==> src/rtl/timer_clock_gen.sv <==
// Count-clock generator for two 8-bit TCNT channels: one shared free-running prescaler,
// per-channel clock-select decode, external pin edge detect and cascade, registered enables.
module timer_clock_gen #(
  parameter int CLK_SELECT_BIT_WIDTH = 5,
  parameter int PRESCALER_WIDTH      = 13
) (
  input  logic                            clk,
  input  logic                            rst_n,
  input  logic [CLK_SELECT_BIT_WIDTH-1:0] clock_select_0,
  input  logic [CLK_SELECT_BIT_WIDTH-1:0] clock_select_1,
  input  logic                            TMCI0,
  input  logic                            TMCI1,
  input  logic                            Overflow1,
  input  logic                            CompareMatchA0,
  output logic                            count_en0,
  output logic                            count_en1
);

  logic [PRESCALER_WIDTH-1:0] p;
  logic [7:0]                 tap;
  logic [2:0]                 sync0;
  logic [2:0]                 sync1;
  logic                       rise0, fall0, rise1, fall1;
  logic                       src0, src1;

  always_ff @(posedge clk or negedge rst_n) begin
    if (!rst_n) begin
      p <= '0;
    end else begin
      p <= p + PRESCALER_WIDTH'(1);
    end
  end

  // tap[i] is high for one cycle when the low bits of p are all ones:
  // /2, /8, /32, /64, /128, /256, /1024, /8192
  always_comb begin
    tap    = '0;
    tap[0] = p[0];
    tap[1] = &p[2:0];
    tap[2] = &p[4:0];
    tap[3] = &p[5:0];
    tap[4] = &p[6:0];
    tap[5] = &p[7:0];
    tap[6] = &p[9:0];
    tap[7] = &p[12:0];
  end

  // Two-flop synchronizer plus one history flop; runs regardless of selection
  always_ff @(posedge clk or negedge rst_n) begin
    if (!rst_n) begin
      sync0 <= '0;
      sync1 <= '0;
    end else begin
      sync0 <= {sync0[1:0], TMCI0};
      sync1 <= {sync1[1:0], TMCI1};
    end
  end

  assign rise0 = sync0[1] & ~sync0[2];
  assign fall0 = ~sync0[1] & sync0[2];
  assign rise1 = sync1[1] & ~sync1[2];
  assign fall1 = ~sync1[1] & sync1[2];

  function automatic logic select_src(
    input logic [CLK_SELECT_BIT_WIDTH-1:0] sel,
    input logic [7:0]                      taps,
    input logic                            casc,
    input logic                            r,
    input logic                            f
  );
    logic s;
    s = 1'b0;
    case (sel[4:2])
      3'b001:  s = taps[{1'b0, sel[1:0]}];
      3'b010:  s = taps[{1'b1, sel[1:0]}];
      3'b100:  s = casc;
      3'b101:  s = r;
      3'b110:  s = f;
      3'b111:  s = r | f;
      default: s = 1'b0;
    endcase
    return s;
  endfunction

  assign src0 = select_src(clock_select_0, tap, Overflow1, rise0, fall0);
  assign src1 = select_src(clock_select_1, tap, CompareMatchA0, rise1, fall1);

  // Registering the enables breaks the cascade path between the two channels
  always_ff @(posedge clk or negedge rst_n) begin
    if (!rst_n) begin
      count_en0 <= 1'b0;
      count_en1 <= 1'b0;
    end else begin
      count_en0 <= src0;
      count_en1 <= src1;
    end
  end

endmodule
==> config.mk <==
export PLATFORM = sky130hd
export DESIGN_NAME = timer_clock_gen
export DESIGN_NICKNAME = d
export VERILOG_FILES = /design/src/rtl/timer_clock_gen.sv
export SDC_FILE = /design/constraint.sdc
export NUM_CORES = 1
export LEC_CHECK = 0
export BUFFER_PORTS_ARGS = -buffer_cell sky130_fd_sc_hd__clkbuf_2
export CAP_MARGIN = 20
export CORE_MARGIN = 5
export CORE_UTILIZATION = 50
export CTS_BUF_LIST = sky130_fd_sc_hd__clkbuf_4 sky130_fd_sc_hd__clkbuf_8
export CTS_CLUSTER_DIAMETER = 200
export DETAILED_ROUTE_END_ITERATION = 10
export PLACE_DENSITY = 0.76
export SYNTH_ARGS = -nofsm -noshare
export SYNTH_HDL_FRONTEND = slang
export SYNTH_SLANG_ARGS = --single-unit
==> constraint.sdc <==
create_clock -name clk -period 3.7 [get_ports clk]
set_clock_uncertainty 0.2 [all_clocks]
set_input_delay 0.74 -clock clk [delete_from_list [all_inputs] [get_ports clk]]
set_output_delay 0.74 -clock clk [all_outputs]
set_load 0.05 [all_outputs]
## Yosys cells after proc, flatten, opt, wreduce, memory -nomap -nowiden

Index checks and enable logic that the tools add are counted.

- Multiplexer cells: 10
- Reduce and logical (&&, ||, !) cells: 7
- Bitwise logic cells: 10
- Order comparisons: 4
- Add/subtract/negate cells: 1
- Eq/ne operators: 12

Operator list:

| kind | number |
|---|---|
| 3-bit == test, second input constant | 8 |
| 13-bit by 1-bit adder with 13-bit output, second input constant | 1 |
| 13-bit AND reduction | 1 |
| 1-bit case mux with 6 select lines | 2 |
| 10-bit AND reduction | 1 |
| 1-bit binary-select mux with 2-bit select | 4 |
| 2-bit by 4-bit less-than comparator with 1-bit output, second input constant | 2 |
| 3-bit by 4-bit less-than comparator with 1-bit output, second input constant | 2 |
| 8-bit AND reduction | 1 |
| 7-bit AND reduction | 1 |
| 3-bit by 1-bit == test with 1-bit output, second input constant | 2 |
| 3-bit by 2-bit == test with 1-bit output, second input constant | 2 |
| 6-bit AND reduction | 1 |
| 5-bit AND reduction | 1 |
| 1-bit AND | 4 |
| 1-bit 2-to-1 mux | 4 |
| 1-bit NOT | 4 |
| 3-bit AND reduction | 1 |
| 1-bit OR | 2 |

- Flip-flop bits (word level): 21
- Logic and storage cells: 49
- Input port bits: 16
- Output and inout port bits: 2

## Longest topological paths before layout

Gate-level depths: netlist of the first run.

- Depth in word-level cells: 4
- Depth in mapped cells: 7
- Mapped depth without buffers: 7

## Least setup slack after synthesis of the first run

Ideal clock, no wire load.

- Kind: register -> register
- From: reg p[0]
- To: reg count_en1
- Setup slack: 2.009 ns
- Path buffers: 0
- Required time: 3.366 ns
- Period minus slack after synthesis: 1.691 ns
- Setup time: 0.134 ns
- Arrival: 1.357 ns
- Cell stages (with the launch flop): 8
- Cell sequence: dfrtp_1 ha_1 and3_1 ha_1 inv_1 o21ai_0 a31oi_1 o211ai_1

- Longest elaborated chain between the ends: 4
- Elaborated cells on any way between the ends: 12
- Classes of those cells: mux (5); reduce/logical (7)

Ends and longest elaborated chain:

| what | RTL line | source |
|---|---|---|
| start: declaration | 19 | `logic [PRESCALER_WIDTH-1:0] p;` |
| start signal: assignment | 30 | `p <= p + PRESCALER_WIDTH'(1);` |
| 13-bit AND reduction, or another cell as far along | 45 | `tap[7] = &p[12:0];` |
| 1-bit binary-select mux with 2-bit select, on equally long branches | 75, 74 |  |
| 1-bit 2-to-1 mux, on equally long branches | 75, 74 |  |
| 1-bit case mux with 6 select lines * | 73 | `case (sel[4:2])` |
| named net src1 | 24 | `logic src0, src1;` |
| end signal: assignment | 95 | `count_en1 <= src1;` |
| end: declaration | 16 | `output logic count_en1` |

The timed path passes the listed nets; every way through them passes the cells marked *. The select of a mux whose other input is x is not followed.

## Worst setup path after layout of the first run

- From: reg count_en0
- To: out count_en0

RTL lines:

| what | RTL line | source |
|---|---|---|
| start: declaration | 15 | `output logic count_en0,` |
| start signal: assignment | 94 | `count_en0 <= src0;` |

No word-level cell between the ends.

==> flow_metrics.tcl, run 1 <==
set metrics [dict create \
    status "finished, final reports clean" \
    fmax_ghz 0.543 \
    syn_inst 95 \
    postCtsSetupRepairBufs 0 \
    wirelength_um 1820 \
    rsz0062_at_grt "false" \
    cts_tree "built" \
    clkTransAtPathRegs_ps 110 \
    hold_violations 0 \
    power_density_mw_per_mm2 325 \
    reg2reg_slack_ps 1870 \
    yosys_warnings 0 \
    synth_top_cell_by_area "dfrtp_1" \
    io_pins 18 \
    vias 760 \
    die-area_mm2 0.00314 \
    slew_headroom 0.661 \
    synth-simple-area-share 0.178 \
    wl_per_cell_um 12.8 \
    r2r_start "p[0]$_DFF_PN0_" \
    path_max_fanout 1 \
    peakVddDrop_mv 0.230 \
    ctsResizeCount 0 \
    synthAdderAreaFrac 0.0826 \
    crit_arrival_ps 900 \
    leakage_nw 0.598 \
    finalPower_mw 0.391 \
    power_switching_mw 0.0899 \
    gp_congestion 0.751 \
    slowest_stage "dfrtp_1" \
    cts_buffers 3 \
    die_w_um 56.0 \
    hold_buffers 0 \
    finalWorstSetupSlack_ps 1860 \
    cp-endpoint "count_en0" \
    syn_area_mm2 0.00106 \
    p_int_mw 0.301 \
    finalNetCount 139 \
    finalInstanceArea_mm2 0.00120 \
    whs_ps 160 \
    grt_pass1_vias 788 \
    htree_levels 1 \
    hold_path.class "register to register" \
    diodes 0 \
    dp_cells 138 \
    seq_area_frac_synth 0.496 \
    synth_top_family_by_area "simple AND/OR/NAND/NOR gates" \
    clkLatencyLatePin_ps 290 \
    cp.required_ps 2760 \
    cts_root_buffer "clkbuf_4" \
    clockBufferDepth 2 \
    grt_remaining_overflow 0 \
    die_h_um 56.0 \
    syn2layout_area_growth_pct 13.3 \
    grt_usage 0.132 \
    core-area_mm2 0.00198 \
    power.share.clock 0.287 \
    setup.worst_path.start "count_en0$_DFF_PN0_" \
    final_util 0.606 \
    first_pass_iters 4 \
    setup_tns_ps 0 \
    cp-start-kind "register" \
    p_seq_frac 0.606 \
    grt_max_degree 22 \
    synth_top_area_frac 0.496 \
    post_dp_cell_area_mm2 0.00117 \
    tightest_slew_ps 509 \
    swShare 0.230 \
    ys_types 28 \
    dpl.hpwl_um 1490 \
    power_frac_comb 0.107 \
    slew_violations 0 \
    yosys.area_share.xor_xnor 0.0815 \
    worstSetupPathDepth 1 \
    period_needed_ps 1840 \
    grt_pass1_wl_um 3300 \
    endpoint_kind "output port" \
    critPathBufInv 1 \
    period_share 0.498 \
    syn_avg_cell_area_um2 11.2 \
    antenna_found_initial 0 \
    synth_compound_area_frac 0.0767 \
    routed_via_density 5.35 \
    path_class "register to output port" \
    cp_cell_sequence "clkbuf_2" \
    final_cells 142 \
    pre_cts_ws_ps 1840 \
    setup_viol 0 \
    io_buffer_count 17 \
    cp_top_family "flip-flops" \
    first_iter_violations 20 \
    num_rows 16 \
    detail-route-antenna-nets 0 \
    synth_fp_nets 118 \
    r2r_end "count_en1$_DFF_PN0_" \
    ys_ff_latch 21 \
    cts.sinks 21 \
    synthTopCellsByArea "dfrtp_1 50%, ha_1 8.3%, xnor2_1 5.0%, mux4_2 4.3%, inv_1 3.5%" \
    drv_cap 0 \
    drive_above_1_share 0.226 \
    max_stage_delay_ps 340 \
    drc 0 \
    start_util 0.535 \
    synth_mux_area_frac 0.0425 \
    ff2ff_path_depth 7 \
]
## layer usage
layer  global-route usage  share of wire  vias to the layer above
met5                    0              0                        -
met4               0.0542          0.012                        0
met3               0.0348          0.056                        2
met2                0.225           0.50                       14
met1                0.155           0.43                      372
li1                     -              -                      372
## registers in the layout, summed over array words and instances (netlist names)
signal,count
p,13
count_en1,1
sync0,3
count_en0,1
sync1,3
## worst min path at each step
stage,slack [ps],cells past startpoint,startpoint,to
floorplan,130,0,sync0[0]$_DFF_PN0_,sync0[1]$_DFF_PN0_
global placement,130,0,sync1[0]$_DFF_PN0_,sync1[1]$_DFF_PN0_
detailed placement,140,0,sync0[0]$_DFF_PN0_,sync0[1]$_DFF_PN0_
CTS,160,0,sync0[0]$_DFF_PN0_,sync0[1]$_DFF_PN0_
global route,170,0,sync0[0]$_DFF_PN0_,sync0[1]$_DFF_PN0_
finish,160,0,sync0[0]$_DFF_PN0_,sync0[1]$_DFF_PN0_
## cells in the mapped netlist
cell type	instances
o211ai_1	2
nor2_1	3
and3_4	1
nand2_1	8
and4_1	2
nor3b_1	1
nand2b_1	1
xor2_2	1
nor2b_1	3
o21ai_0	2
a41oi_1	1
buf_4	1
ha_1	7
nand4_1	2
xor2_1	2
mux4_2	2
and3_1	3
a31oi_1	2
o2111ai_1	1
xnor2_1	6
and2_1	3
a2bb2oi_1	1
and4_4	1
nand3_1	5
inv_1	10
a21oi_1	2
dfrtp_1	21
o21bai_1	1
## layout make-up
type,instances,area (um2)
Sequential cell,21,526
Fill cell,179,781
Tap cell,27,33.8
Multi-Input combinational cell,63,489
Clock buffer,4,30.0
Inverter,10,37.5
Timing Repair Buffer,17,85.1
## worst register-to-register path, delay by kind of cell, from the launching register on
family / cells / cell delay, ps
AO/OA/AOI/OAI: 3 / 350
AND/OR/NAND/NOR: 1 / 200
buffers and inverters: 1 / 60
adder cells (fa/ha/maj): 2 / 470
flip-flops: 1 / 440
## cell usage in the layout, fill, tap and decap left out
cell / instances
mux4_2: 2
o21bai_1: 1
and4_4: 1
clkbuf_2: 17
and3_1: 3
inv_1: 10
a41oi_1: 1
and4_1: 2
nor2_1: 3
o21ai_0: 2
nand3_1: 5
nor2b_1: 3
clkbuf_4: 4
xor2_1: 2
a2bb2oi_1: 1
xor2_2: 1
nand4_1: 2
and3_4: 1
nand2b_1: 1
o2111ai_1: 1
nand2_1: 8
o211ai_1: 2
and2_1: 3
nor3b_1: 1
a31oi_1: 2
dfrtp_1: 21
xnor2_1: 6
ha_1: 7
a21oi_1: 2
## power by group through the flow
stage / Sequential, mW / Clock (mW) / Combinational, mW
after floorplan: 0.247 / 0 / 0.0146
after global placement: 0.241 / 0 / 0.0408
after detailed placement: 0.241 / 0 / 0.0422
after CTS: 0.237 / 0.117 / 0.0422
after global routing: 0.238 / 0.125 / 0.0467
final: 0.237 / 0.112 / 0.0417
## kinds of logic (layout without fill, tap and decap cells)
kind of cell / count (synthesis) / count (layout)
flops: 21 / 21
compound gates: 12 / 12
mux: 2 / 2
buf+inv: 11 / 31
xor+xnor: 9 / 9
simple gates: 33 / 33
fa+ha+maj: 7 / 7
Note: power is estimated with default switching activity, not from simulation.
==> run 2: changes to the inputs <==
Settings changed: ABC_AREA from default to 1, PLACE_DENSITY 0.76 to 0.79.
Clock period 3.7 ns to 1.6 ns, I/O delays scaled along.
==> run 2 against run 1 <==
Synthesized area up 3.9%; sequential share of layout area down 4.9 points; critical endpoint is now count_en1$_DFF_PN0_; global-route usage grew 1.1 points; register-to-register slack lost 1900 ps; clock power is 140% higher.
==> flow_metrics.tcl, run 2 <==
set metrics [dict create \
    leakage_nw 0.703 \
    reg.largest.list "p x13, sync0 x3, sync1 x3" \
    syn_area_mm2 0.00110 \
    drive_above_1_share 0.258 \
    rsz0062_at_grt "true" \
    gp_congestion 0.825 \
    final_util 0.630 \
    cts_root_buffer "clkbuf_4" \
    routed_via_density 5.04 \
    synth_edf_count 0 \
    finalInstanceArea_mm2 0.00135 \
    die-area_mm2 0.00324 \
    path_max_fanout 2 \
    die_h_um 56.9 \
    hold_path.class "input port to register" \
    period_needed_ps 1600 \
    path_class "register to register" \
    peakVddDrop_mv 0.495 \
    finalNetCount 175 \
    synthFlopType "dfrtp_1" \
    post_dp_cell_area_mm2 0.00125 \
    hold_violations 0 \
    slew_headroom 0.661 \
    yosys_warnings 0 \
    finalWorstSetupSlack_ps 1.62 \
    clkTransAtPathRegs_ps 110 \
    synthTopCellsByCount "22 x nand2_1, 21 x dfrtp_1, 20 x inv_1" \
    clockBufferDepth 2 \
    wirelength_um 2210 \
    finalPower_mw 0.922 \
    wl_per_cell_um 12.3 \
    syn_avg_cell_area_um2 8.81 \
    synth_fp_nets 148 \
    diodes 0 \
    synthTopCellsByArea "dfrtp_1 48%, ha_1 8.0%, nand2_1 7.5%, inv_1 6.8%, nand3_1 3.6%" \
    dp_cells 172 \
    io_pins 18 \
    yosysMostFrequentCell "nand2_1" \
    first_pass_iters 4 \
    postCtsSetupRepairBufs 0 \
    mostFrequentLayoutCells "21 x nand2_1, 21 x dfrtp_1, 19 x inv_1" \
    vias 903 \
    htree_levels 1 \
    core-area_mm2 0.00215 \
    ys_ff_latch 21 \
    slew_violations 0 \
    cts_tree "built" \
    synthArstFlopShare 1.00 \
    largest_reg_flops 13 \
    clkLatencyLatePin_ps 290 \
    cp-start-kind "register" \
    io_buffer_count 17 \
    pre_cts_ws_ps -43.2 \
    drv_cap 0 \
    crit_arrival_ps 1590 \
    synth_top_area_frac 0.477 \
    cts.sinks 21 \
    setup_tns_ps 0 \
    syn_inst 125 \
    period_share 0.999 \
    ys_types 21 \
    first_iter_violations 23 \
    grt_usage 0.143 \
    fmax_ghz 0.626 \
    whs_ps 98.2 \
    grt_pass1_vias 909 \
    grt_max_degree 22 \
    die_w_um 56.9 \
    start_util 0.513 \
    final_cells 179 \
    status "finished, final reports clean" \
    setup_viol 0 \
    dpl.hpwl_um 1540 \
    seq_area_frac_synth 0.477 \
    syn2layout_area_growth_pct 22.8 \
    ff2ff_path_depth 8 \
    synth_top_cell_by_area "dfrtp_1" \
    drc 0 \
    num_rows 17 \
    holdPathStages 4 \
    grt_pass1_wl_um 3710 \
    grt_remaining_overflow 0 \
    endpoint_kind "register" \
    antenna_found_initial 0 \
    detail-route-antenna-nets 0 \
    power_density_mw_per_mm2 682 \
    cp.required_ps 1590 \
    top_register "p" \
    cts_buffers 3 \
    tightest_slew_ps 509 \
]
[run 2: what timing repair did]
item,4_1_cts,5_1_grt
endpoints found under the hold margin,23,0
gates resized for setup,4,7
pin swaps,3,3
setup endpoints to repair,1,5
hold buffers,3,0
[run 2: worst max-delay path, cell delays in order (launching register included)]
cell	delay [ps]
dfrtp_1	400
ha_2	210
nand3_4	60
inv_2	40
ha_4	150
o21ai_0	190
o21ai_1	100
nand2_1	70
nand3_1	70
[run 2: cells by family after synthesis]
| group | count (synthesis) | share of synthesized area |
|---|---|---|
| simple gates | 57 | 0.251 |
| buf+inv | 21 | 0.0716 |
| flops | 21 | 0.477 |
| compound gates | 11 | 0.0568 |
| xor+xnor | 8 | 0.0636 |
| fa+ha+maj | 7 | 0.0795 |
[run 2: report_power, final]
group          internal [mW]  switching, mW
Clock                  0.114          0.152
Combinational         0.0398         0.0686
Sequential             0.543        0.00503
[run 2: worst paths after layout]
check                           slack, ps                   to          startpoint
max in group asynchronous             550       p[1]$_DFF_PN0_               rst_n
worst min register to register        160   sync1[1]$_DFF_PN0_  sync1[0]$_DFF_PN0_
worst max register to register          2  count_en1$_DFF_PN0_      p[1]$_DFF_PN0_
worst max-delay path                    2  count_en1$_DFF_PN0_      p[1]$_DFF_PN0_
worst min-delay path                  100  count_en0$_DFF_PN0_   clock_select_0[4]
min in group asynchronous             310      p[11]$_DFF_PN0_               rst_n
[run 2: final cells by class]
cell class	count	area, um2
Fill cell	171	796
Inverter	21	78.8
Sequential cell	21	526
Multi-Input combinational cell	83	553
Tap cell	28	35.0
Timing Repair Buffer	22	130
Clock buffer	4	30.0
[run 2: metal layers]
metal  global-route usage  vias to the layer above  part of all wire
li1                     -                      455                 -
met1                0.180                      418              0.43
met2                0.225                       24              0.51
met3               0.0322                        6             0.039
met4               0.0795                        0             0.025
met5                    0                        -                 0
